$ cat config.mk
export PLATFORM = sky130hd
export DESIGN_NAME = addsub_cmd_sequencer
export DESIGN_NICKNAME = d
export VERILOG_FILES = /design/src/rtl/addsub_cmd_sequencer.sv
export SDC_FILE = /design/constraint.sdc
export NUM_CORES = 1
export LEC_CHECK = 0
export BUFFER_PORTS_ARGS = -buffer_cell sky130_fd_sc_hd__buf_2
export CAP_MARGIN = 20
export CORE_ASPECT_RATIO = 0.5
export CORE_MARGIN = 5
export CORE_UTILIZATION = 50
export DETAILED_ROUTE_END_ITERATION = 10
export GPL_ROUTABILITY_DRIVEN = 0
export MAX_ROUTING_LAYER = met4
export PLACE_DENSITY = 0.81
export RECOVER_POWER = 50
export SETUP_SLACK_MARGIN = 0.4
export SLEW_MARGIN = 25
export SYNTH_ARGS = -nofsm -noshare
export SYNTH_HDL_FRONTEND = slang
export SYNTH_SLANG_ARGS = --single-unit
$ cat constraint.sdc
create_clock -name Clock -period 5.8 [get_ports Clock]
set_clock_uncertainty 0.05 [all_clocks]
set_input_delay 1.16 -clock Clock [delete_from_list [all_inputs] [get_ports Clock]]
set_output_delay 1.16 -clock Clock [all_outputs]
set_load 0.03 [all_outputs]
$ cat src/rtl/addsub_cmd_sequencer.sv
// Command FIFO and issue/capture sequencer for the registered add/sub/accumulate unit.
// Issues one command per cycle and returns each adder result three edges after issue.
module addsub_cmd_sequencer #(
    parameter int N     = 16,
    parameter int DEPTH = 4
) (
    input  logic         Clock,
    input  logic         Reset,
    input  logic         CmdValid,
    output logic         CmdReady,
    input  logic [N-1:0] CmdA,
    input  logic [N-1:0] CmdB,
    input  logic         CmdSub,
    input  logic         CmdAcc,
    input  logic         IssueEn,
    output logic [N-1:0] OpA,
    output logic [N-1:0] OpB,
    output logic         OpSel,
    output logic         OpAddSub,
    input  logic [N-1:0] AdderZ,
    input  logic         AdderOvf,
    output logic         ResValid,
    output logic [N-1:0] ResData,
    output logic         ResOverflow,
    output logic         StickyOvf,
    input  logic         ClearOvf,
    output logic [2:0]   InFlight
);

    localparam int AW = (DEPTH > 1) ? $clog2(DEPTH) : 1;

    logic [N-1:0]     fifo_a [DEPTH];
    logic [N-1:0]     fifo_b [DEPTH];
    logic [DEPTH-1:0] fifo_sub;
    logic [DEPTH-1:0] fifo_acc;
    logic [AW:0]      wr_ptr;
    logic [AW:0]      rd_ptr;
    logic [AW-1:0]    wr_idx;
    logic [AW-1:0]    rd_idx;
    logic             full;
    logic             empty;
    logic             push;
    logic             pop;
    logic [2:0]       tag;

    assign wr_idx = wr_ptr[AW-1:0];
    assign rd_idx = rd_ptr[AW-1:0];
    assign empty  = (wr_ptr == rd_ptr);
    assign full   = (wr_ptr[AW] != rd_ptr[AW]) && (wr_idx == rd_idx);
    // Readiness looks only at the registered fill level, so a full FIFO
    // never accepts, even when the head issues on the same edge.
    assign CmdReady = !full;
    assign push     = CmdValid && !full;
    assign pop      = !empty && IssueEn;

    always_ff @(posedge Clock) begin
        if (push) begin
            fifo_a[wr_idx]   <= CmdA;
            fifo_b[wr_idx]   <= CmdB;
            fifo_sub[wr_idx] <= CmdSub;
            fifo_acc[wr_idx] <= CmdAcc;
        end
    end

    always_ff @(posedge Clock or posedge Reset) begin
        if (Reset) begin
            wr_ptr <= '0;
            rd_ptr <= '0;
        end else begin
            if (push) wr_ptr <= wr_ptr + 1'b1;
            if (pop)  rd_ptr <= rd_ptr + 1'b1;
        end
    end

    // Idle slots issue Z+0 so the adder's accumulator survives gaps.
    always_ff @(posedge Clock or posedge Reset) begin
        if (Reset) begin
            OpA      <= '0;
            OpB      <= '0;
            OpSel    <= 1'b1;
            OpAddSub <= 1'b0;
        end else if (pop) begin
            OpA      <= fifo_a[rd_idx];
            OpB      <= fifo_b[rd_idx];
            OpSel    <= fifo_acc[rd_idx];
            OpAddSub <= fifo_sub[rd_idx];
        end else begin
            OpB      <= '0;
            OpSel    <= 1'b1;
            OpAddSub <= 1'b0;
        end
    end

    // tag[k] marks a command issued k+1 edges ago; tag[2] means Z is valid now.
    always_ff @(posedge Clock or posedge Reset) begin
        if (Reset) begin
            tag         <= '0;
            ResValid    <= 1'b0;
            ResData     <= '0;
            ResOverflow <= 1'b0;
        end else begin
            tag      <= {tag[1:0], pop};
            ResValid <= tag[2];
            if (tag[2]) begin
                ResData     <= AdderZ;
                ResOverflow <= AdderOvf;
            end
        end
    end

    always_ff @(posedge Clock or posedge Reset) begin
        if (Reset) begin
            InFlight <= '0;
        end else begin
            InFlight <= InFlight + {2'b00, pop} - {2'b00, tag[2]};
        end
    end

    always_ff @(posedge Clock or posedge Reset) begin
        if (Reset) begin
            StickyOvf <= 1'b0;
        end else if (ResValid && ResOverflow) begin
            StickyOvf <= 1'b1;
        end else if (ClearOvf) begin
            StickyOvf <= 1'b0;
        end
    end

endmodule

Word-level counts from Yosys, hierarchy flattened. Memory sizes are Yosys's and may differ from the RTL's. A register that Yosys moved wholly into a read port is not among the register bits. Index checks and enable logic that the tools add are counted. W data, S select, Z words.

Memories kept: 2. Flip-flop bits (word level): 57. Word-level logic and storage cells: 48. ROM bits: 0. RAM bits: 128. Bits of input ports: 56. Bits in latches: 0. Output and inout port bits: 57.

Div/mod/pow operators: 0. Add/sub/neg operators: 4. Order comparisons: 3. Reduce and logical (&&, ||, !) cells: 8. Shifts and indexed selects: 0. Eq/ne operators: 3. Multiplexer cells: 15. Multipliers: 0. Bitwise operators: 0.

Memories: fifo_a (words 4, width 16, rd ports 1, clocked after Yosys merged registers in 1, write ports 1, RTL line 32) `logic [N-1:0] fifo_a [DEPTH];`; fifo_b (words 4, width 16, rd ports 1, clocked after Yosys merged registers in 0, write ports 1, RTL line 33) `logic [N-1:0] fifo_b [DEPTH];`.

Operator list (number): $mux W16 (1); $mux W1 (9); $bwmux W4 (2); $add A3 B1 Y3 const B (2); $lt A2 B3 Y1 const B (2); $logic_and A1 B1 Y1 (5); $bmux W1 S2 (2); $add A3 B1 Y3 (1); $eq A3 B3 Y1 (1); $sub A3 B1 Y3 (1); $demux W1 S2 (1); $eq A2 B2 Y1 (1); $ge A2 B1 Y1 const B (1); $logic_not A1 Y1 (2); $reduce_bool A2 Y1 (1); $ne A1 B1 Y1 (1).

Logic depth before layout (Yosys ltp). Gate-level depths: netlist of the first run.

Word-level depth: 6. Gate-level depth with buffers: 11. Depth with buffers taken out: 8.

Least setup slack after synthesis of the first run. OpenSTA, ideal clock, no wires.

Kind: input to register. Start: input IssueEn. End: register InFlight[2]. Buffers on the path: 2. Path slack: 3039 ps. Stages: 9. Library setup time: 123 ps. Arrival time: 2588 ps. Data required time: 5627 ps. Path through: o31ai_4 -> buf_6 -> buf_6 -> ha_1 -> inv_1 -> ha_1 -> fa_1 -> xnor2_1 -> xnor2_1.

Cells in the longest elaborated chain, start to end: 3.

RTL lines: from (decl) (RTL line 15) `input logic IssueEn,`; $logic_and A1 B1 Y1 (RTL line 54) `assign pop = !empty && IssueEn;`; $add A3 B1 Y3 (RTL line 115) `InFlight <= InFlight + {2'b00, pop} - {2'b00, tag[2]};`; $sub A3 B1 Y3 (RTL line 115); to (signal assigned) (RTL line 115); to (decl) (RTL line 27) `output logic [2:0] InFlight`.

Every way passes these cells. A chain may end at the register's enable or synchronous reset.

Worst setup path in the final report of the first run.
Start: register rd_ptr[1]. End: output CmdReady.

Cells in the longest elaborated chain, start to end: 3.

RTL lines: from (decl) (RTL line 37) `logic [AW:0] rd_ptr;`; from (signal assigned) (RTL line 71) `if (pop) rd_ptr <= rd_ptr + 1'b1;`; $eq A2 B2 Y1 (RTL line 49) `assign full = (wr_ptr[AW] != rd_ptr[AW]) && (wr_idx == rd_idx);`; $logic_and A1 B1 Y1 (RTL line 49); $logic_not A1 Y1 (RTL line 52) `assign CmdReady = !full;`; to (decl) (RTL line 10) `output logic CmdReady,`.

Every way passes these cells.

==> results.txt, run 1 <==
Hold timing on the final database bottoms out at a slack of between 200 and 300 ps. The count of nets left with antenna violations once routing finished came out at 0. The cell depth of the worst hold path came out at 0.

The number of inserted filler cells in the final layout is roughly 1,000. The estimated wirelength of the detail-placed design came out at 7720 um. In the final layout, the multi-input gates occupy 0.00160 sq mm. The layout net count is 523. Dividing the detail-routed via count by the number of cells gives between 5 and 6. After floorplanning, the core was sized to cover 0.0145 sq mm. The area of the die is between 0.015 and 0.02 sq mm. TritonCTS built the clock tree.

The diode insertion count for antenna repair is 0. The post-cts sizing count is 0. The most critical setup path has its startpoint at rd_ptr[1]$_DFFE_PP0P_. The routed wire length is about 13,000 um. The via count is 3,459. The max-cap check violation count is 1. The longest clock path from root to sink contains 3 buffers. Global routing finished with a remaining overflow of 0.

The total power density per cell area came out at 589 mW/mm^2. The delay of the slowest cell on the worst path came out at 1470 ps. The number of cells in the finished layout apart from fillers is 669.

The number of failing hold endpoints at the final stage is 0. The slew at the pin closest to its max-slew limit is 1670 ps. The remaining routing DRC violations came out at 0.

The sequential-to-total area share from yosys stat came out at 0.765. From left edge to right edge, the die measures 183 um. The total number of placement rows came out at 31.

The max-slew violation count is 38. Subtracting the final worst setup slack from the clock period gives 4160 ps. STA classifies the critical path endpoint as an output pin. The maximum level of the CTS H-tree came out at 1. The final reports fail on capacitance limit, slew limit. The arrival time of data at the critical path endpoint is 2950 ps.

The count of hold buffers inserted by post-cts repair is 0. The global routing usage summed across all routing layers is 0.161. The initial antenna violation count is 0. Summing all flip-flop and latch instances after layout gives 0.00571 sq mm.

The violation count after the first detailed-route iteration came out at ~140. The placed cell area came out at just over 0.008 sq mm. The maximum clock frequency is roughly 0.24 GHz. Buffers added to address setup during post-CTS repair amount to 0.

In this run, placement finished with an instance count of 637. The routed wirelength normalized by instance count is 20.1 um. The setup total negative slack came out at 0 ps. The number of nets handed over by synthesis was 402. The signal on the critical path passes through xor2_1, or3_1, buf_2. After synthesis, the mean cell area works out to 22.1 sq um. The number of buffers inserted during clock tree synthesis is 18. The normalized max-slew margin is -0.116. The worst register-to-register path begins at rd_ptr[1]$_DFFE_PP0P_. The class of the worst hold path is flop to flop. The number of buffers added on ports is 112. The maximum net fanout on the critical path came out at 37.

The total of endpoints with negative setup slack in the final report is 0. The number of sinks on the clock net came out at roughly 200. Setup repair after global routing left no endpoint under its margin. Clock-pin slew was measured on the worst setup and hold paths at 70 ps. The share of cells above drive strength 1 is 0.372. The master of the slowest instance on the critical path is dfrtp_1. The number of global-route vias before repair came to 3,813. The vertical extent of the die came out at between 90 and 100 um.

The distinct cell type count of the synthesized netlist is 28. For this run, the share of the core covered by cells in the final layout is 0.600. Counting flops and latches in the post-synthesis netlist gives approximately 200. The worst hold path begins at tag[0]$_DFF_PP0_. VDD sags by at most about 220 uV. The required time at the endpoint of the critical path came out at approximately 4600 ps. The area overhead of the layout relative to synthesis came out at 17.0%. The maximum number of pins on one net before global-route repair came out at 47. The starting utilization of the core area is 0.513.

The final worst-path cycle share came out at 0.717. The number of top-level pins is 113. The total iterations of the first detailed-routing run is 5.

After synthesis the cells add up to 0.00746 sq mm. The wire length of the first global-routing pass is approximately 21,000 um. The critical path class is flop to output pin. During synthesis, Yosys emitted a total of 0 warnings. The number of instances in the synthesized netlist is 338. The number of cells on the worst reg-to-reg path is 3. The kind of start point of the critical path is a flop.

The run finished, with violations left. With fillers left out, the area of the finished cells amounts to 0.00873 sq mm. The cell sitting at the root of the clock tree is a clkbuf_16. The clock latency of the later-clocked register in the worst-skew pair came out at around 480 ps.

In this run the static leakage power is approximately 3.3 nW.
-- cell families after synthesis --
logic type / after synthesis / share of synthesized area
compound gates: 5 / 0.00721
mux: 69 / 0.159
xor+xnor: 10 / 0.0168
simple gates: 23 / 0.0189
buf+inv: 22 / 0.0186
fa+ha+maj: 8 / 0.0144
flops: 201 / 0.765
-- final cells by class --
type / instances / area share
sequential: 201 / 0.654
multi-input combinational: 115 / 0.183
clock buffer: 26 / 0.0621
timing repair buffer: 115 / 0.0613
tap: 198 / 0.0284
clock inverter: 6 / 0.00717
inverter: 8 / 0.00344
-- critical path: cells and delay by family, from the launching register on --
family | cells | cell delay (ps)
and+or+nand+nor | 1 | 430
xor gates and xnor gates | 1 | 390
buffers and inverters | 1 | 180
DFF | 1 | 1470
-- per-layer routing --
layer | global-route usage | up-vias | share of wire
met5 | - | - | 0
met4 | 0.0372 | 0 | 0.013
met3 | 0.0303 | 14 | 0.047
met2 | 0.281 | 100 | 0.51
met1 | 0.201 | 1794 | 0.43
li1 | - | 1551 | -
-- per-stage QoR --
stage                     total power [mW]  setup WS [ps]
after global placement                3.94           2820
after detailed placement              4.00           2840
after floorplan                       3.55           2970
final                                 5.14           1640
after CTS                             5.23           2320
after global routing                  5.41           1410
-- registers in the layout, indices dropped and copies added (netlist names), 3 cells and up --
name and flops:
fifo_b 64, wr_ptr 3, fifo_sub 4, InFlight 3, OpB 16, rd_ptr 3, OpA 16, tag 3
ResData 16, fifo_a 64, fifo_acc 4
-- cell usage in the layout (no fill, tap or decap), types with 3 or more instances in the layout --
cell type and n:
edfxtp_1 136, buf_2 74, dfrtp_1 63, clkbuf_1 41, mux2_2 31, mux4_2 30, clkbuf_16 19, nor2b_1 17
inv_1 8, ha_1 7, xnor2_1 6, mux4_1 4, clkbuf_8 4, xor2_1 3, mux2_4 3, and2_2 3
clkinv_1 3, buf_4 3
-- power breakdown --
part / switching [mW] / internal, mW / total [mW]
combinational: 0.992 / 0.694 / 1.69
sequential: 0.242 / 2.02 / 2.26
clock: 0.497 / 0.697 / 1.19
-- cells in the mapped netlist --
library cell | number | area, sq um
xnor2_1 | 6 | 52.6
or3_1 | 1 | 6.26
inv_1 | 8 | 30.0
mux2_2 | 31 | 349
buf_6 | 6 | 67.6
o31ai_4 | 1 | 21.3
dfstp_2 | 1 | 26.3
mux2_1 | 1 | 11.3
mux4_1 | 4 | 105
o21ai_0 | 1 | 5.00
xor2_1 | 2 | 17.5
clkbuf_1 | 3 | 11.3
mux2_4 | 3 | 45.0
o311ai_0 | 1 | 8.76
fa_1 | 1 | 20.0
and2_1 | 3 | 18.8
nand2_1 | 1 | 3.75
mux4_2 | 30 | 676
edfxtp_1 | 136 | 4080
o311a_1 | 1 | 10.0
ha_1 | 7 | 87.6
buf_2 | 3 | 15.0
o31a_1 | 1 | 8.76
buf_4 | 2 | 15.0
nor2b_1 | 17 | 106
xor2_4 | 2 | 55.1
or2_1 | 1 | 6.26
dfrtp_1 | 64 | 1600
-- final timing paths --
path | to | slack, ps
setup / recovery | CmdReady | 1640
hold / removal | tag[1]$_DFF_PP0_ | 300
setup reg to reg | fifo_a[2][3]$_DFFE_PP_ | 2340
hold reg to reg | tag[1]$_DFF_PP0_ | 300
max in group asynchronous | OpA[14]$_DFFE_PP0P_ | 3800
min in group asynchronous | OpA[12]$_DFFE_PP0P_ | 780
No activity file was read; power rests on OpenSTA's default activity.
==> run 2, diff against run 1 <==
==> constraint.sdc (replaced) <==
create_clock -name Clock -period 4.3 [get_ports Clock]
set_clock_uncertainty 0.05 [all_clocks]
set_input_delay 0.86 -clock Clock [delete_from_list [all_inputs] [get_ports Clock]]
set_output_delay 0.86 -clock Clock [all_outputs]
set_load 0.03 [all_outputs]
==> results.txt, run 2 (synthesis results as in run 1) <==
Setup repair after global routing left no endpoint under its margin. The post-cts sizing count is 0 (unchanged). The clock latency of the later-clocked register in the worst-skew pair was 490 ps (about the same). The remaining routing DRC violations came out at 0 (unchanged). The root buffer cell chosen for the clock tree is clkbuf_16. The total power density per cell area was 782 mW/mm^2 (+33%).

The setup slack after layout came out at 1330 ps (-306 ps). The total length of routed met2 wires is 6650 um (-2.5%). The total of endpoints with negative setup slack in the final report was 0 (unchanged).

The arrival time of data at the critical path endpoint is 2060 ps (-890 ps). The clock slew seen by the registers of the worst setup and hold paths came out at 60 ps (about the same). The normalized max-slew margin is -0.0329 (+0.0830). The worst reg2reg path endpoint is fifo_a[1][10]$_DFFE_PP_.

The total number of placement rows came out at 31 (unchanged). The maximum resistive drop on vdd came to 348 uV (+55%). The total iterations of the first detailed-routing run is 4 (-1). On the critical path, the stage with the largest delay is an instance of buf_4.

The number of cells on the worst reg-to-reg path came out at 4 (+1). The final period demand of the worst path came out at between 2000 and 3000 ps. The wire length of the first global-routing pass came to 20,400 um (-3.0%). The maximum number of pins on one net before global-route repair came to 41 (-13%). The maximum clock frequency is 0.337 GHz.

The delay of the slowest cell on the worst path came out at 430 ps (-1040 ps). The vertical extent of the die came to 96.4 um (unchanged). The worst hold path terminates at tag[2]$_DFF_PP0_. The maximum net fanout on the critical path came out at 37 (unchanged). The post-CTS setup-driven buffer insertion count was 0 (unchanged). The number of sinks on the clock net is 201 (unchanged).

The highest routing layer actually used is met4. The CTS tree is done. The starting utilization of the core area was 0.513 (unchanged).

The remaining antenna violation count came out at 0 (unchanged). STA classifies the critical path startpoint as a flop. In the final layout, the registers with the most flip-flops are fifo_a x64, fifo_b x64. The total design power is 6.79 mW (+32%). The final worst-path cycle share came out at 0.690.

The global routing usage summed across all routing layers came out at 0.155 (-0.00558). The library cell used most frequently in the layout, excluding fill and tap cells, is edfxtp_1. The setup total negative slack came to 0 ps (unchanged).

The critical path class is flop to output pin. The routed wire length is 13,100 um (-2.1%). The flow ran to the end, but the final reports show violations.

The detailed-routing wirelength on met1 came out at 5480 um (-5.7%). The checks that failed: capacitance limit, slew limit. The startpoint identified for the worst register-to-register timing path is rd_ptr[1]$_DFFE_PP0P_. The number of top-level pins came out at 113 (unchanged). The class of the worst hold path is flop to flop. Traced cell by cell, the critical path runs through buf_4, xor2_1, or3_1, buf_2.

The count of hold buffers inserted by post-cts repair is 0 (unchanged). The number of buffers inserted during clock tree synthesis is 18 (unchanged). The worst slack after detailed placement is 1730 ps (-1110 ps).

The max-cap check violation count came out at 1 (unchanged). The die extent in x is 183 um (unchanged). The routed wirelength normalized by instance count came to 19.6 um (-2.3%). The static leakage came out at 3.25 nW (-0.71%).

The worst setup path is captured at an output pin. The via count normalized by instance count came to 5.12 (-0.90%). In this run the most critical hold path is launched from tag[1]$_DFF_PP0_.

The diode insertion count for antenna repair was 0 (unchanged). Compared with the post-synthesis result, the final layout area differs by 16.2%. The remaining global-route overflow is 0 (unchanged).

The required time at the endpoint of the critical path is 3390 ps (-1200 ps). The violation count after the first detailed-route iteration is 177 (+23%). The initial antenna violation count is 0 (unchanged). The cell depth of the worst hold path was 0 (unchanged). The estimated wirelength of the detail-placed design is 7920 um (+2.6%). The layout net count came to 524 (+0.19%).

The met3 layer wire length in the routed design came out at 612 um (-2.9%). The number of buffers added on ports came out at 112 (unchanged). The worst hold slack after final layout is 307 ps (+7.72 ps). The flop-to-flop setup slack is 1570 ps (-770 ps). The max-slew violation count is 41 (+7.9%).

The maximum level of the CTS H-tree came out at 1 (unchanged). The number of global-route vias before repair came out at 3,707 (-2.8%). The via count was 3,433 (-0.75%). The share of cells above drive strength 1 came to 0.375 (+0.00345).

The area of the die came out at 0.0176 sq mm (unchanged). The number of failing hold endpoints at the final stage is 0 (unchanged). The core area came out at 0.0145 sq mm (unchanged).

The slew at the pin closest to its max-slew limit came to 1550 ps (-126 ps). Leaving out fill and tap cells, the most frequent cells in the layout are edfxtp_1, buf_2, dfrtp_1. The clock tree buffer depth was 3 (unchanged).
==> run 2: worst max path at each step <==
| stage | end | from | slack (ps) |
|---|---|---|---|
| 4_1_cts | CmdReady | rd_ptr[1]$_DFFE_PP0P_ | 1400 |
| 2_1_floorplan | InFlight[0]$_DFF_PP0_ | Reset | 1770 |
| 3_5_place_dp | fifo_sub[1]$_DFFE_PP_ | rd_ptr[1]$_DFFE_PP0P_ | 1730 |
| 3_3_place_gp | fifo_sub[0]$_DFFE_PP_ | rd_ptr[1]$_DFFE_PP0P_ | 1760 |
| 5_1_grt | CmdReady | rd_ptr[1]$_DFFE_PP0P_ | 1190 |
| 6_report | CmdReady | rd_ptr[1]$_DFFE_PP0P_ | 1330 |
==> run 2: layout make-up <==
type	count	area [sq um]
clock buffers	24	493
clock inverters	8	48.8
fillers	1038	5870
inverters	8	30.0
multi-input cells	115	1600
flip-flops and latches	201	5710
well taps	198	248
repair buffers	116	541
==> run 2: per-stage QoR <==
stage,utilization,area [sq um],instances
finish,0.596,8670,670
global route,0.596,8670,670
detailed placement,0.564,8200,638
CTS,0.601,8740,670
global placement,0.564,8200,638
floorplan,-,7460,338
==> run 2: where the power goes <==
part,total (mW),internal (mW),leakage [nW],switching (mW)
Combinational,2.33,0.933,0.949,1.40
Sequential,2.98,2.73,2.03,0.256
Clock,1.47,0.812,0.270,0.658
==> run 2: metal layers <==
metal,global-route usage,up-vias
li1,-,1558
met1,0.193,1743
met2,0.266,99
met3,0.0284,33
met4,0.0508,0
met5,-,-
==> run 2: critical path: cells and delay by family, from the launching register on <==
family / cells / cell delay, ps
XOR/XNOR: 1 / 260
buffers and inverters: 2 / 610
flip-flops: 1 / 340
AND/OR/NAND/NOR: 1 / 380
==> run 3, diff against run 2 <==
--- a/config.mk
+++ b/config.mk
@@ -13,7 +13,7 @@
 export DETAILED_ROUTE_END_ITERATION = 10
 export GPL_ROUTABILITY_DRIVEN = 0
 export MAX_ROUTING_LAYER = met4
-export PLACE_DENSITY = 0.81
+export PLACE_DENSITY = 0.84
 export RECOVER_POWER = 50
 export SETUP_SLACK_MARGIN = 0.4
 export SLEW_MARGIN = 25
==> constraint.sdc (replaced) <==
create_clock -name Clock -period 2.7 [get_ports Clock]
set_clock_uncertainty 0.05 [all_clocks]
set_input_delay 0.54 -clock Clock [delete_from_list [all_inputs] [get_ports Clock]]
set_output_delay 0.54 -clock Clock [all_outputs]
set_load 0.03 [all_outputs]
==> results.txt, run 3 (synthesis results as in run 1) <==
STA classifies the critical path endpoint as an output pin. The critical path class is flop to output pin. The required time at the endpoint of the critical path is 2110 ps (-1280 ps).

The largest registers in the layout are fifo_a x64, fifo_b x64. Setup repair after global routing left no endpoint under its margin. The share of cells above drive strength 1 came to 0.391 (+0.0162). The number of inserted filler cells in the final layout is 1,005 (-3.2%). The global routing usage summed across all routing layers came out at 0.167 (+0.0119).

The number of top-level pins came out at 113 (unchanged). The max-slew violation count came out at 0 (-100%). The via count is 3,528 (+2.8%). The maximum net fanout on the critical path came out at 5 (-86%).

The setup total negative slack came to 0 ps (unchanged). The clock tree buffer depth is 3 (unchanged). The number of buffers inserted during clock tree synthesis is 18 (unchanged). The wire length of the first global-routing pass came to 21,700 um (+6.6%). The top cell types in the final layout, fill and taps aside, are edfxtp_1, buf_2, dfrtp_1. The estimated wirelength of the detail-placed design came out at 8090 um (+2.2%). The maximum number of pins on one net before global-route repair is 46 (+12%). The maximum level of the CTS H-tree came out at 1 (unchanged).

The diode insertion count for antenna repair is 0 (unchanged). The slowest stage of the critical path belongs to the cell dfrtp_1. The total number of placement rows came to 31 (unchanged).

The total power density per cell area came out at 1280 mW/mm^2 (+64%). The worst setup path is launched from a flop. The final core utilization is 0.612 (+0.0157). The initial antenna violation count was 0 (unchanged). The maximum resistive drop on vdd is 568 uV (+63%).

The static leakage came out at 3.34 nW (+2.9%). The library cell used most frequently in the layout, excluding fill and tap cells, is edfxtp_1. The number of global-route vias before repair came out at 3,858 (+4.1%). The area of the die came to 0.0176 sq mm (unchanged).

The sequential cell area came out at 0.00572 sq mm (about the same). The run finished with clean final reports. The total design power came out at 11.4 mW (+68%).

The remaining global-route overflow came out at 0 (unchanged). The footprint of the multi-input gates was 0.00162 sq mm (+1.3%). The total of endpoints with negative setup slack in the final report came out at 0 (unchanged). The violation count after the first detailed-route iteration came out at 174 (-1.7%). The arrival time of data at the critical path endpoint is 1660 ps (-400 ps). The number of buffers added on ports was 112 (unchanged). The delay of the slowest cell on the worst path came to 440 ps (about the same). The routed wire length is 13,800 um (+4.9%).

The area overhead of the layout relative to synthesis is 19.3%. The count of hold buffers inserted by post-cts repair is 0 (unchanged). The tree is rooted in a clkbuf_16.

The max-cap check violation count came out at 0 (-1). The clock slew seen by the registers of the worst setup and hold paths came to 70 ps (about the same). The number of failing hold endpoints at the final stage is 0 (unchanged). The clock latency of the later-clocked register in the worst-skew pair came out at 480 ps (about the same). The final worst-path cycle share is 0.833. The normalized max-slew margin came out at 0.187 (+0.219).

The routed wirelength normalized by instance count was 20.4 um (+4.0%). The via count normalized by instance count is 5.22 (+1.9%). The remaining routing DRC violations came to 0 (unchanged). The number of sinks on the clock net came to 201 (unchanged). The die extent in x came out at 183 um (unchanged). TritonCTS built the clock tree.

The maximum clock frequency came out at 0.445 GHz. The flop-to-flop setup slack came out at 570 ps (-1000 ps). The slew at the pin closest to its max-slew limit is 1220 ps (-328 ps).

The core area is 0.0145 sq mm (unchanged). The class of the worst hold path is input port to async pin. The remaining antenna violation count was 0 (unchanged).

Traced cell by cell, the critical path runs through xor2_4, or3_1, buf_6. The final period demand of the worst path is approximately 2200 ps. The vertical extent of the die came out at 96.4 um (unchanged).

The total iterations of the first detailed-routing run is 4 (unchanged). The layout net count is 530 (+1.1%). The starting utilization of the core area is 0.513 (unchanged).
==> run 3: power breakdown <==
| group | internal, mW | switching (mW) |
|---|---|---|
| clock network | 1.69 | 1.10 |
| registers | 4.34 | 0.381 |
| logic | 1.58 | 2.33 |
| total | 7.61 | 3.81 |
==> run 3: path summary, 6_finish.rpt <==
check                                 startpoint                endpoint  cells after the start
max                        rd_ptr[1]$_DFFE_PP0P_                CmdReady                      3
min                                        Reset  ResData[7]$_DFFE_PP0P_                      2
max reg2reg                rd_ptr[2]$_DFFE_PP0P_   InFlight[2]$_DFF_PP0_                      8
min reg2reg                     tag[1]$_DFF_PP0_        tag[2]$_DFF_PP0_                      0
max in group asynchronous                  Reset   wr_ptr[1]$_DFFE_PP0P_                      3
min in group Clock                      ClearOvf   StickyOvf$_DFFE_PP0P_                      2
==> run 3: cell type report <==
| type | instances | share of cell area |
|---|---|---|
| clock inverters | 9 | 0.0149 |
| repair buffers | 122 | 0.0701 |
| inverters | 8 | 0.00337 |
| flip-flops and latches | 201 | 0.642 |
| clock buffers | 23 | 0.0597 |
| well taps | 198 | 0.0278 |
| multi-input cells | 115 | 0.182 |
==> run 3: routing by layer <==
layer	global-route usage	part of all wire	routed length, um	vias to the layer above
li1	-	-	-	1575
met1	0.205	0.40	5540	1836
met2	0.289	0.53	7290	91
met3	0.0370	0.048	668	26
met4	0.0458	0.020	281	0
met5	-	0	0	-
==> run 3: worst max-delay path, delay by kind of cell (launching register included) <==
family	cells	cell delay, ps
xor gates and xnor gates	1	220
buffers and inverters	1	150
DFF	1	440
and+or+nand+nor	1	370
==> run 3: what timing repair did <==
| item | 4_1_cts | 5_1_grt |
|---|---|---|
| endpoints found under the setup margin | 0 | 1 |
| resized for setup | 0 | 5 |
| setup buffers | 0 | 2 |
| hold endpoints to repair | 0 | 0 |
==> run 3: stage by stage <==
step / setup slack [ps] / area [sq um] / hold slack (ps) / instances
floorplan: 352 / 7470 / 281 / 338
global placement: 614 / 8280 / 284 / 642
detailed placement: 569 / 8280 / 291 / 642
CTS: 401 / 8950 / 26.9 / 674
global route: 271 / 8900 / 209 / 676
finish: 452 / 8900 / 153 / 676
